==> src/rtl/multicycle_control_fsm_pkg.sv <==
// Shared definitions for the multicycle MIPS control unit: state encodings, opcodes,
// datapath mux codes and the control word handed from the decoder to the FSM top.
package multicycle_control_fsm_pkg;

  localparam int unsigned OpW = 6;

  typedef enum logic [3:0] {
    StFetch    = 4'd0,
    StDecode   = 4'd1,
    StMemAdr   = 4'd2,
    StMemRead  = 4'd3,
    StMemWb    = 4'd4,
    StMemWrite = 4'd5,
    StExec     = 4'd6,
    StAluWb    = 4'd7,
    StBranch   = 4'd8,
    StIExec    = 4'd9,
    StIWb      = 4'd10,
    StJump     = 4'd11
  } state_e;

  localparam logic [OpW-1:0] OpRType = 6'h00;
  localparam logic [OpW-1:0] OpLw    = 6'h23;
  localparam logic [OpW-1:0] OpSw    = 6'h2B;
  localparam logic [OpW-1:0] OpBeq   = 6'h04;
  localparam logic [OpW-1:0] OpBne   = 6'h05;
  localparam logic [OpW-1:0] OpAddi  = 6'h08;
  localparam logic [OpW-1:0] OpOri   = 6'h0D;
  localparam logic [OpW-1:0] OpJ     = 6'h02;

  localparam logic [1:0] AluOpAdd   = 2'b00;
  localparam logic [1:0] AluOpSub   = 2'b01;
  localparam logic [1:0] AluOpFunct = 2'b10;
  localparam logic [1:0] AluOpOr    = 2'b11;

  localparam logic [1:0] AluSrcBReg    = 2'b00;
  localparam logic [1:0] AluSrcBFour   = 2'b01;
  localparam logic [1:0] AluSrcBImm    = 2'b10;
  localparam logic [1:0] AluSrcBImmSh2 = 2'b11;

  localparam logic [1:0] PcSrcAlu    = 2'b00;
  localparam logic [1:0] PcSrcAluOut = 2'b01;
  localparam logic [1:0] PcSrcJump   = 2'b10;

  typedef struct packed {
    logic       pc_write;
    logic       branch;
    logic       branch_ne;
    logic       iord;
    logic       mem_read;
    logic       mem_write;
    logic       ir_write;
    logic       reg_dst;
    logic       mem_to_reg;
    logic       reg_write;
    logic       alu_src_a;
    logic [1:0] alu_src_b;
    logic       ext_op;
    logic [1:0] alu_op;
    logic [1:0] pc_src;
  } ctrl_word_t;

  function automatic logic opcode_legal(logic [OpW-1:0] op);
    case (op)
      OpRType, OpLw, OpSw, OpBeq, OpBne, OpAddi, OpOri, OpJ: return 1'b1;
      default: return 1'b0;
    endcase
  endfunction

endpackage

==> src/rtl/multicycle_control_fsm_decoder.sv <==
// Combinational state -> control word decode. Only BRANCH and IEXEC look at the latched
// opcode; everything else is a pure Moore decode of the state.
module multicycle_control_fsm_decoder
  import multicycle_control_fsm_pkg::*;
(
  input  state_e           state_i,
  input  logic [OpW-1:0]   opcode_i,
  output ctrl_word_t       ctrl_o
);

  // Per-state control word; unlisted fields stay 0 except ext_op which defaults to 1.
  always_comb begin
    ctrl_o        = '0;
    ctrl_o.ext_op = 1'b1;
    case (state_i)
      StFetch: begin
        ctrl_o.mem_read  = 1'b1;
        ctrl_o.ir_write  = 1'b1;
        ctrl_o.pc_write  = 1'b1;
        ctrl_o.alu_src_b = AluSrcBFour;
        ctrl_o.alu_op    = AluOpAdd;
        ctrl_o.pc_src    = PcSrcAlu;
      end
      StDecode: begin
        ctrl_o.alu_src_b = AluSrcBImmSh2;
        ctrl_o.alu_op    = AluOpAdd;
      end
      StMemAdr: begin
        ctrl_o.alu_src_a = 1'b1;
        ctrl_o.alu_src_b = AluSrcBImm;
        ctrl_o.alu_op    = AluOpAdd;
      end
      StMemRead: begin
        ctrl_o.mem_read = 1'b1;
        ctrl_o.iord     = 1'b1;
      end
      StMemWb: begin
        ctrl_o.reg_write  = 1'b1;
        ctrl_o.mem_to_reg = 1'b1;
      end
      StMemWrite: begin
        ctrl_o.mem_write = 1'b1;
        ctrl_o.iord      = 1'b1;
      end
      StExec: begin
        ctrl_o.alu_src_a = 1'b1;
        ctrl_o.alu_src_b = AluSrcBReg;
        ctrl_o.alu_op    = AluOpFunct;
      end
      StAluWb: begin
        ctrl_o.reg_write = 1'b1;
        ctrl_o.reg_dst   = 1'b1;
      end
      StBranch: begin
        ctrl_o.alu_src_a = 1'b1;
        ctrl_o.alu_src_b = AluSrcBReg;
        ctrl_o.alu_op    = AluOpSub;
        ctrl_o.pc_src    = PcSrcAluOut;
        ctrl_o.branch    = (opcode_i == OpBeq);
        ctrl_o.branch_ne = (opcode_i == OpBne);
      end
      StIExec: begin
        ctrl_o.alu_src_a = 1'b1;
        ctrl_o.alu_src_b = AluSrcBImm;
        if (opcode_i == OpOri) begin
          ctrl_o.ext_op = 1'b0;
          ctrl_o.alu_op = AluOpOr;
        end else begin
          ctrl_o.alu_op = AluOpAdd;
        end
      end
      StIWb: begin
        ctrl_o.reg_write = 1'b1;
      end
      StJump: begin
        ctrl_o.pc_write = 1'b1;
        ctrl_o.pc_src   = PcSrcJump;
      end
      default: ;
    endcase
  end

endmodule

==> src/rtl/multicycle_control_fsm.sv <==
// Multicycle MIPS main control: state and opcode registers, next-state logic, and the
// strobe gating (Mem_Ready in FETCH, branch condition, reset override).
module multicycle_control_fsm
  import multicycle_control_fsm_pkg::*;
#(
  parameter int unsigned OPCODE_W = 6,
  parameter int unsigned STATE_W  = 4
) (
  input  logic                clk,
  input  logic                reset,
  input  logic [OPCODE_W-1:0] Opcode,
  input  logic                Zero,
  input  logic                Mem_Ready,
  output logic                PC_Enable,
  output logic                IorD,
  output logic                MemRead,
  output logic                MemWrite,
  output logic                IRWrite,
  output logic                RegDst,
  output logic                MemtoReg,
  output logic                RegWrite,
  output logic                ALUSrcA,
  output logic [1:0]          ALUSrcB,
  output logic                ExtOp,
  output logic [1:0]          ALUOp,
  output logic [1:0]          PCSrc,
  output logic                Illegal_Opcode,
  output logic [STATE_W-1:0]  State
);

  state_e              state_q, state_d;
  logic [OPCODE_W-1:0] opcode_q, opcode_d;
  logic [OpW-1:0]      op_in, op_lat;
  ctrl_word_t          ctrl;
  logic                fetch_gate;

  assign op_in  = OpW'(Opcode);
  assign op_lat = OpW'(opcode_q);

  // Next state; the opcode is captured in DECODE and later states only see the copy.
  always_comb begin
    state_d  = state_q;
    opcode_d = opcode_q;
    case (state_q)
      StFetch:    if (Mem_Ready) state_d = StDecode;
      StDecode: begin
        opcode_d = Opcode;
        case (op_in)
          OpLw, OpSw:    state_d = StMemAdr;
          OpRType:       state_d = StExec;
          OpBeq, OpBne:  state_d = StBranch;
          OpAddi, OpOri: state_d = StIExec;
          OpJ:           state_d = StJump;
          default:       state_d = StFetch;
        endcase
      end
      StMemAdr:   state_d = (op_lat == OpLw) ? StMemRead : StMemWrite;
      StMemRead:  if (Mem_Ready) state_d = StMemWb;
      StMemWrite: if (Mem_Ready) state_d = StFetch;
      StExec:     state_d = StAluWb;
      StIExec:    state_d = StIWb;
      StMemWb, StAluWb, StBranch, StIWb, StJump: state_d = StFetch;
      default:    state_d = StFetch;
    endcase
  end

  // State and opcode registers with synchronous reset.
  always_ff @(posedge clk) begin
    if (reset) begin
      state_q  <= StFetch;
      opcode_q <= '0;
    end else begin
      state_q  <= state_d;
      opcode_q <= opcode_d;
    end
  end

  multicycle_control_fsm_decoder u_decoder (
    .state_i  (state_q),
    .opcode_i (op_lat),
    .ctrl_o   (ctrl)
  );

  // In FETCH the PC and IR only load once memory has returned the instruction.
  assign fetch_gate = (state_q == StFetch) ? Mem_Ready : 1'b1;

  // Strobes are forced low while reset is held so an in-flight access is abandoned.
  assign PC_Enable      = ~reset & ((ctrl.pc_write & fetch_gate) | (ctrl.branch & Zero) |
                                    (ctrl.branch_ne & ~Zero));
  assign IRWrite        = ~reset & ctrl.ir_write & Mem_Ready;
  assign MemRead        = ~reset & ctrl.mem_read;
  assign MemWrite       = ~reset & ctrl.mem_write;
  assign RegWrite       = ~reset & ctrl.reg_write;
  assign Illegal_Opcode = ~reset & (state_q == StDecode) & ~opcode_legal(op_in);

  assign IorD     = ctrl.iord;
  assign RegDst   = ctrl.reg_dst;
  assign MemtoReg = ctrl.mem_to_reg;
  assign ALUSrcA  = ctrl.alu_src_a;
  assign ALUSrcB  = ctrl.alu_src_b;
  assign ExtOp    = ctrl.ext_op;
  assign ALUOp    = ctrl.alu_op;
  assign PCSrc    = ctrl.pc_src;
  assign State    = STATE_W'(state_q);

endmodule

==> config.mk <==
export PLATFORM = sky130hd
export DESIGN_NAME = multicycle_control_fsm
export DESIGN_NICKNAME = d
export VERILOG_FILES = /design/src/rtl/multicycle_control_fsm_pkg.sv /design/src/rtl/multicycle_control_fsm_decoder.sv /design/src/rtl/multicycle_control_fsm.sv
export SDC_FILE = /design/constraint.sdc
export NUM_CORES = 1
export LEC_CHECK = 0
export ABC_AREA = 1
export ABC_CLOCK_PERIOD_IN_PS = 1700
export CORE_MARGIN = 4
export CORE_UTILIZATION = 40
export DETAILED_ROUTE_END_ITERATION = 8
export HOLD_SLACK_MARGIN = 0.1
export PLACE_DENSITY = 0.75
export SYNTH_ARGS = -nofsm -noshare
export SYNTH_HDL_FRONTEND = slang
export SYNTH_SLANG_ARGS = --single-unit
==> constraint.sdc <==
create_clock -name clk -period 1.7 [get_ports clk]
set_input_delay 0.255 -clock clk [delete_from_list [all_inputs] [get_ports clk]]
set_output_delay 0.255 -clock clk [all_outputs]
set_load 0.1 [all_outputs]
==> out/results.ini, run 1 <==
[outcome]
outcome=aborted with a tool error
haltStage=4_1_cts
tool.error=[ERROR DPL-0038] Utilization greater than 100%, impossible to legalize

[clock_tree]
cts.htree.levels=1
numClockSinks=10
cts_setup_buffers=16
clock_path_buffers=2
root_buffer=clkbuf_4
cts_resized=38
cts_buffers=3
holdBufCountCts=0

[yosys]
synth-compound-area-share_pct=16.3
synth_top_family_by_area=simple AND/OR/NAND/NOR gates
synth_xor_area_share_pct=1.15
syn_nets=143
avgSynthCellArea_sq_um=5.71
synthSimpleGateAreaFrac_pct=43.8
ys_types=22
ys_seq_area_share_pct=26.4
muxShareOfSynthArea_pct=0
synthesis.area_sq_um=759
ys_seq_elements=10
yosysWarnings=0
synthAdderAreaFrac_pct=0
syn_inst=133

[placed_design]
hpwl_um=2370
post_dp_cell_area_sq_um=1550
place_congestion=0.833
io_buffers=30

[die]
pin_count=31
die_x_um=51.6
die_h_um=51.6
fp-row-count=15
start_util_pct=43.0

==> per-stage QoR <==
stage | setup WS (ns) | std cells | hold slack, ns | TNS, ns
detailed placement | -0.155 | 200 | 0.532 | -0.216
global placement | -0.0782 | 200 | 0.496 | -0.0782
floorplan | -1.22 | 133 | 0.397 | -5.80
==> cells by family after synthesis <==
family                 after synthesis
flip-flops                          10
AND/OR/NAND/NOR                     74
AO/OA/AOI/OAI                       24
XOR/XNOR                             1
buffers and inverters               24
==> synthesized netlist by cell type (all sizes together) <==
cell    number  area, sq um
nand2       28          110
nor2        26          108
inv         22         82.6
a21oi       11         55.1
o21ai       11         55.1
dfxtp       10          200
nand3        9         45.0
nor3         5         30.0
nand4        4         25.0
a31oi        1         6.26
buf          1         7.51
clkbuf       1         3.75
nand3b       1         7.51
nor3b        1         7.51
o31ai        1         7.51
xnor2        1         8.76
==> run 2, diff against run 1 <==
CORE_AREA = 4 4 65 67   (was unset)
CORE_MARGIN = unset   (was 4)
CORE_UTILIZATION = unset   (was 40)
DIE_AREA = 0 0 69 71   (was unset)
HOLD_SLACK_MARGIN = unset   (was 0.1)
PLACE_DENSITY = unset   (was 0.75)
PLACE_DENSITY_LB_ADDON = 0.15   (was unset)
==> out/results.ini, run 2 <==
[yosys]
yosysMostFrequentCell=nand2_1  ; unchanged
ys_seq_area_share_pct=26.4  ; unchanged
avgSynthCellArea_sq_um=5.71  ; unchanged
syn_nets=143  ; unchanged
ys_top_cells_by_area=dfxtp_1 (26%), nand2_1 (13%), nor2_1 (12%)  ; unchanged
syn_inst=133  ; unchanged
ys_types=22  ; unchanged
async_flop_share_pct=0  ; unchanged
synth.cells.most_frequent=nand2_1 (26), nor2_1 (24), inv_1 (21), a21oi_1 (11), dfxtp_1 (10)  ; unchanged
synth_xor_area_share_pct=1.15  ; unchanged
ys.flop_type=dfxtp_1  ; unchanged
synth_top_family_by_area=simple AND/OR/NAND/NOR gates  ; unchanged
yosysWarnings=0  ; unchanged
muxShareOfSynthArea_pct=0  ; unchanged
synthAdderAreaFrac_pct=0  ; unchanged
synth_edf_count=0  ; unchanged
yosysTopAreaCellShare_pct=26.4  ; unchanged
ys_seq_elements=10  ; unchanged
synth-compound-area-share_pct=16.3  ; unchanged
synthSimpleGateAreaFrac_pct=43.8  ; unchanged
synth_largest_area_cell=dfxtp_1  ; unchanged
synthesis.area_sq_um=759  ; unchanged

[placed_design]
dp.cells=229  ; was 200
place_congestion=0.814  ; was 0.833
hpwl_um=2230  ; was 2370 um
io_buffers=30  ; unchanged
pre_cts_ws_ns=-0.113  ; was -0.155 ns

[global_routing]
track_usage_pct=11.4
grt_pass1_wl_um=4670
grt_overflow=0
grt_start_max_net_pins=15
grt_pass1_vias=1063
antenna_found_initial=0

[detailed_routing]
drt-total-wl_um=2800
ant_nets=0
first_pass_iters=4
drc=0
vias=1080
wl_per_cell_um=11.6
routed_via_density=4.46
drt-initial-drc-count=30

[clock_tree]
cts_buffers=3  ; unchanged
clk_latency_ns=0.24
cts.htree.levels=1  ; unchanged
cts_tree=done
clk_pin_slew_worst_paths_ns=0.05
clock_path_buffers=2  ; unchanged
root_buffer=clkbuf_8  ; was clkbuf_4
numClockSinks=10  ; unchanged

[cells_and_area]
final_cells=242
layout_commonest_cell=buf_4
antenna_cells=0
drive_above_1_share_pct=54.1
nNetsFinal=205
fin_util_pct=51.0
final_cell_mix=buf_4 (29), buf_12 (21), nand2_1 (19), nor2_1 (12), inv_1 (11)
largest_register_ffs=6
syn_to_final_growth_pct=144

[sta]
setup_viol=1
report.final.hold_viol_count=0
fin_skew_ns=0.00135
period_needed_ns=1.72
fin_hold_ws_ns=0.472
drv_slew=0
rsz0062_at_grt=yes
period_share_pct=101
worst_slew_pin_slew_ns=0.262
fmax_mhz=582
layout_setup_ws_ns=-0.0193
relSlewSlack_pct=82.5

[die]
pin_count=31  ; unchanged
start_util_pct=20.9  ; was 43.0%
core-area_sq_um=3630
fp-row-count=22  ; was 15
die_h_um=71  ; was 51.6 um
die_x_um=69  ; was 51.6 um
die_area_sq_um=4900

[critical_path]
rr_worst_depth=9
rr_endpoint=State[0]$_SDFFE_PP0P_
cp.arrival_ns=1.46
crit_fanout=4
critPathKind=reg2out
r2r_setup_slack_ns=0.37
required_ns=1.44
start_kind=flop
cp-end-kind=primary output
rr_startpoint=State[1]$_SDFFE_PP0P_

[job]
maxCapViolCount=0

[power_and_ir_drop]
ir_drop_mv=0.284
power.leakage_nw=0.817
powerDensity_nw_per_um2=527

[outcome]
violations=negative setup slack
outcome=finished, violations left  ; was aborted with a tool error

[hold_path]
holdCritPathClass=in2reg
hp-start=Opcode[5]
hold_end=op_lat[5]$_SDFFE_PP0P_
whs_path_depth=3

run 2: final cells by class:
| type | count | area [sq um] |
|---|---|---|
| fill | 363 | 1780 |
| timing repair buffer | 59 | 723 |
| multi-input combinational | 99 | 697 |
| sequential | 10 | 216 |
| inverter | 22 | 101 |
| tap | 48 | 60.1 |
| clock buffer | 4 | 55.1 |
run 2: kinds of logic after synthesis:
family                    count (synthesis)
buffers and inverters                    24
and+or+nand+nor                          74
DFF                                      10
AOI/OAI and AO/OA                        24
xor gates and xnor gates                  1
run 2: layer usage:
metal | track usage [%] | vias up | part of all wire (%)
met4 | 6.94 | 0 | 1.9
met2 | 20.0 | 27 | 54
met3 | 2.41 | 4 | 3.9
met1 | 12.7 | 498 | 41
li1 | - | 551 | -
met5 | 0 | - | 0
run 2: worst max-delay path by stage:
stage / from / endpoint
6_report: State[1]$_SDFFE_PP0P_ / ALUOp[0]
5_1_grt: State[0]$_SDFFE_PP0P_ / Illegal_Opcode
4_1_cts: State[3]$_SDFFE_PP0P_ / PC_Enable
3_5_place_dp: Opcode[5] / Illegal_Opcode
3_3_place_gp: Opcode[0] / Illegal_Opcode
2_1_floorplan: State[0]$_SDFFE_PP0P_ / ALUOp[0]
run 2: power breakdown:
group / internal, mW / total [mW] / leakage (nW) / switching, mW
Clock: 0.204 / 0.302 / 0.0288 / 0.0978
Sequential: 0.251 / 0.276 / 0.0853 / 0.0251
Combinational: 0.158 / 0.399 / 0.703 / 0.241
run 2: worst max-delay path, cell delays in order, from the launching register on:
cell and delay, ns:
dfxtp_4 0.37, inv_4 0.08, nand2_8 0.06, inv_2 0.07, nand2_2 0.05, inv_1 0.05, nand4_1 0.11, buf_4 0.19
o21ai_4 0.06, buf_12 0.19
run 2: stage by stage:
| stage | total power, mW | TNS, ns | cell area (sq um) |
|---|---|---|---|
| finish | 0.977 | -0.0193 | 1850 |
| global route | 1.02 | -0.327 | 1850 |
| CTS | 0.960 | -0.0709 | 1740 |
| detailed placement | 0.644 | -0.183 | 1620 |
| global placement | 0.640 | -0.124 | 1620 |
| floorplan | 0.499 | -5.80 | 912 |
run 2: what timing repair did:
action                     CTS  global route
setup endpoints to repair    8             8
pin swaps                    4            12
gates resized for setup     21            20
cloned                       0             0
buffers inserted             5             4
hold buffers                 0             0
Note: power is estimated with default switching activity, not from simulation.
==> run 3, diff against run 2 <==
CAP_MARGIN = 20   (was unset)
==> results of run 3 <==
The final DEF is identical to that of run 2; final timing and power are the same.
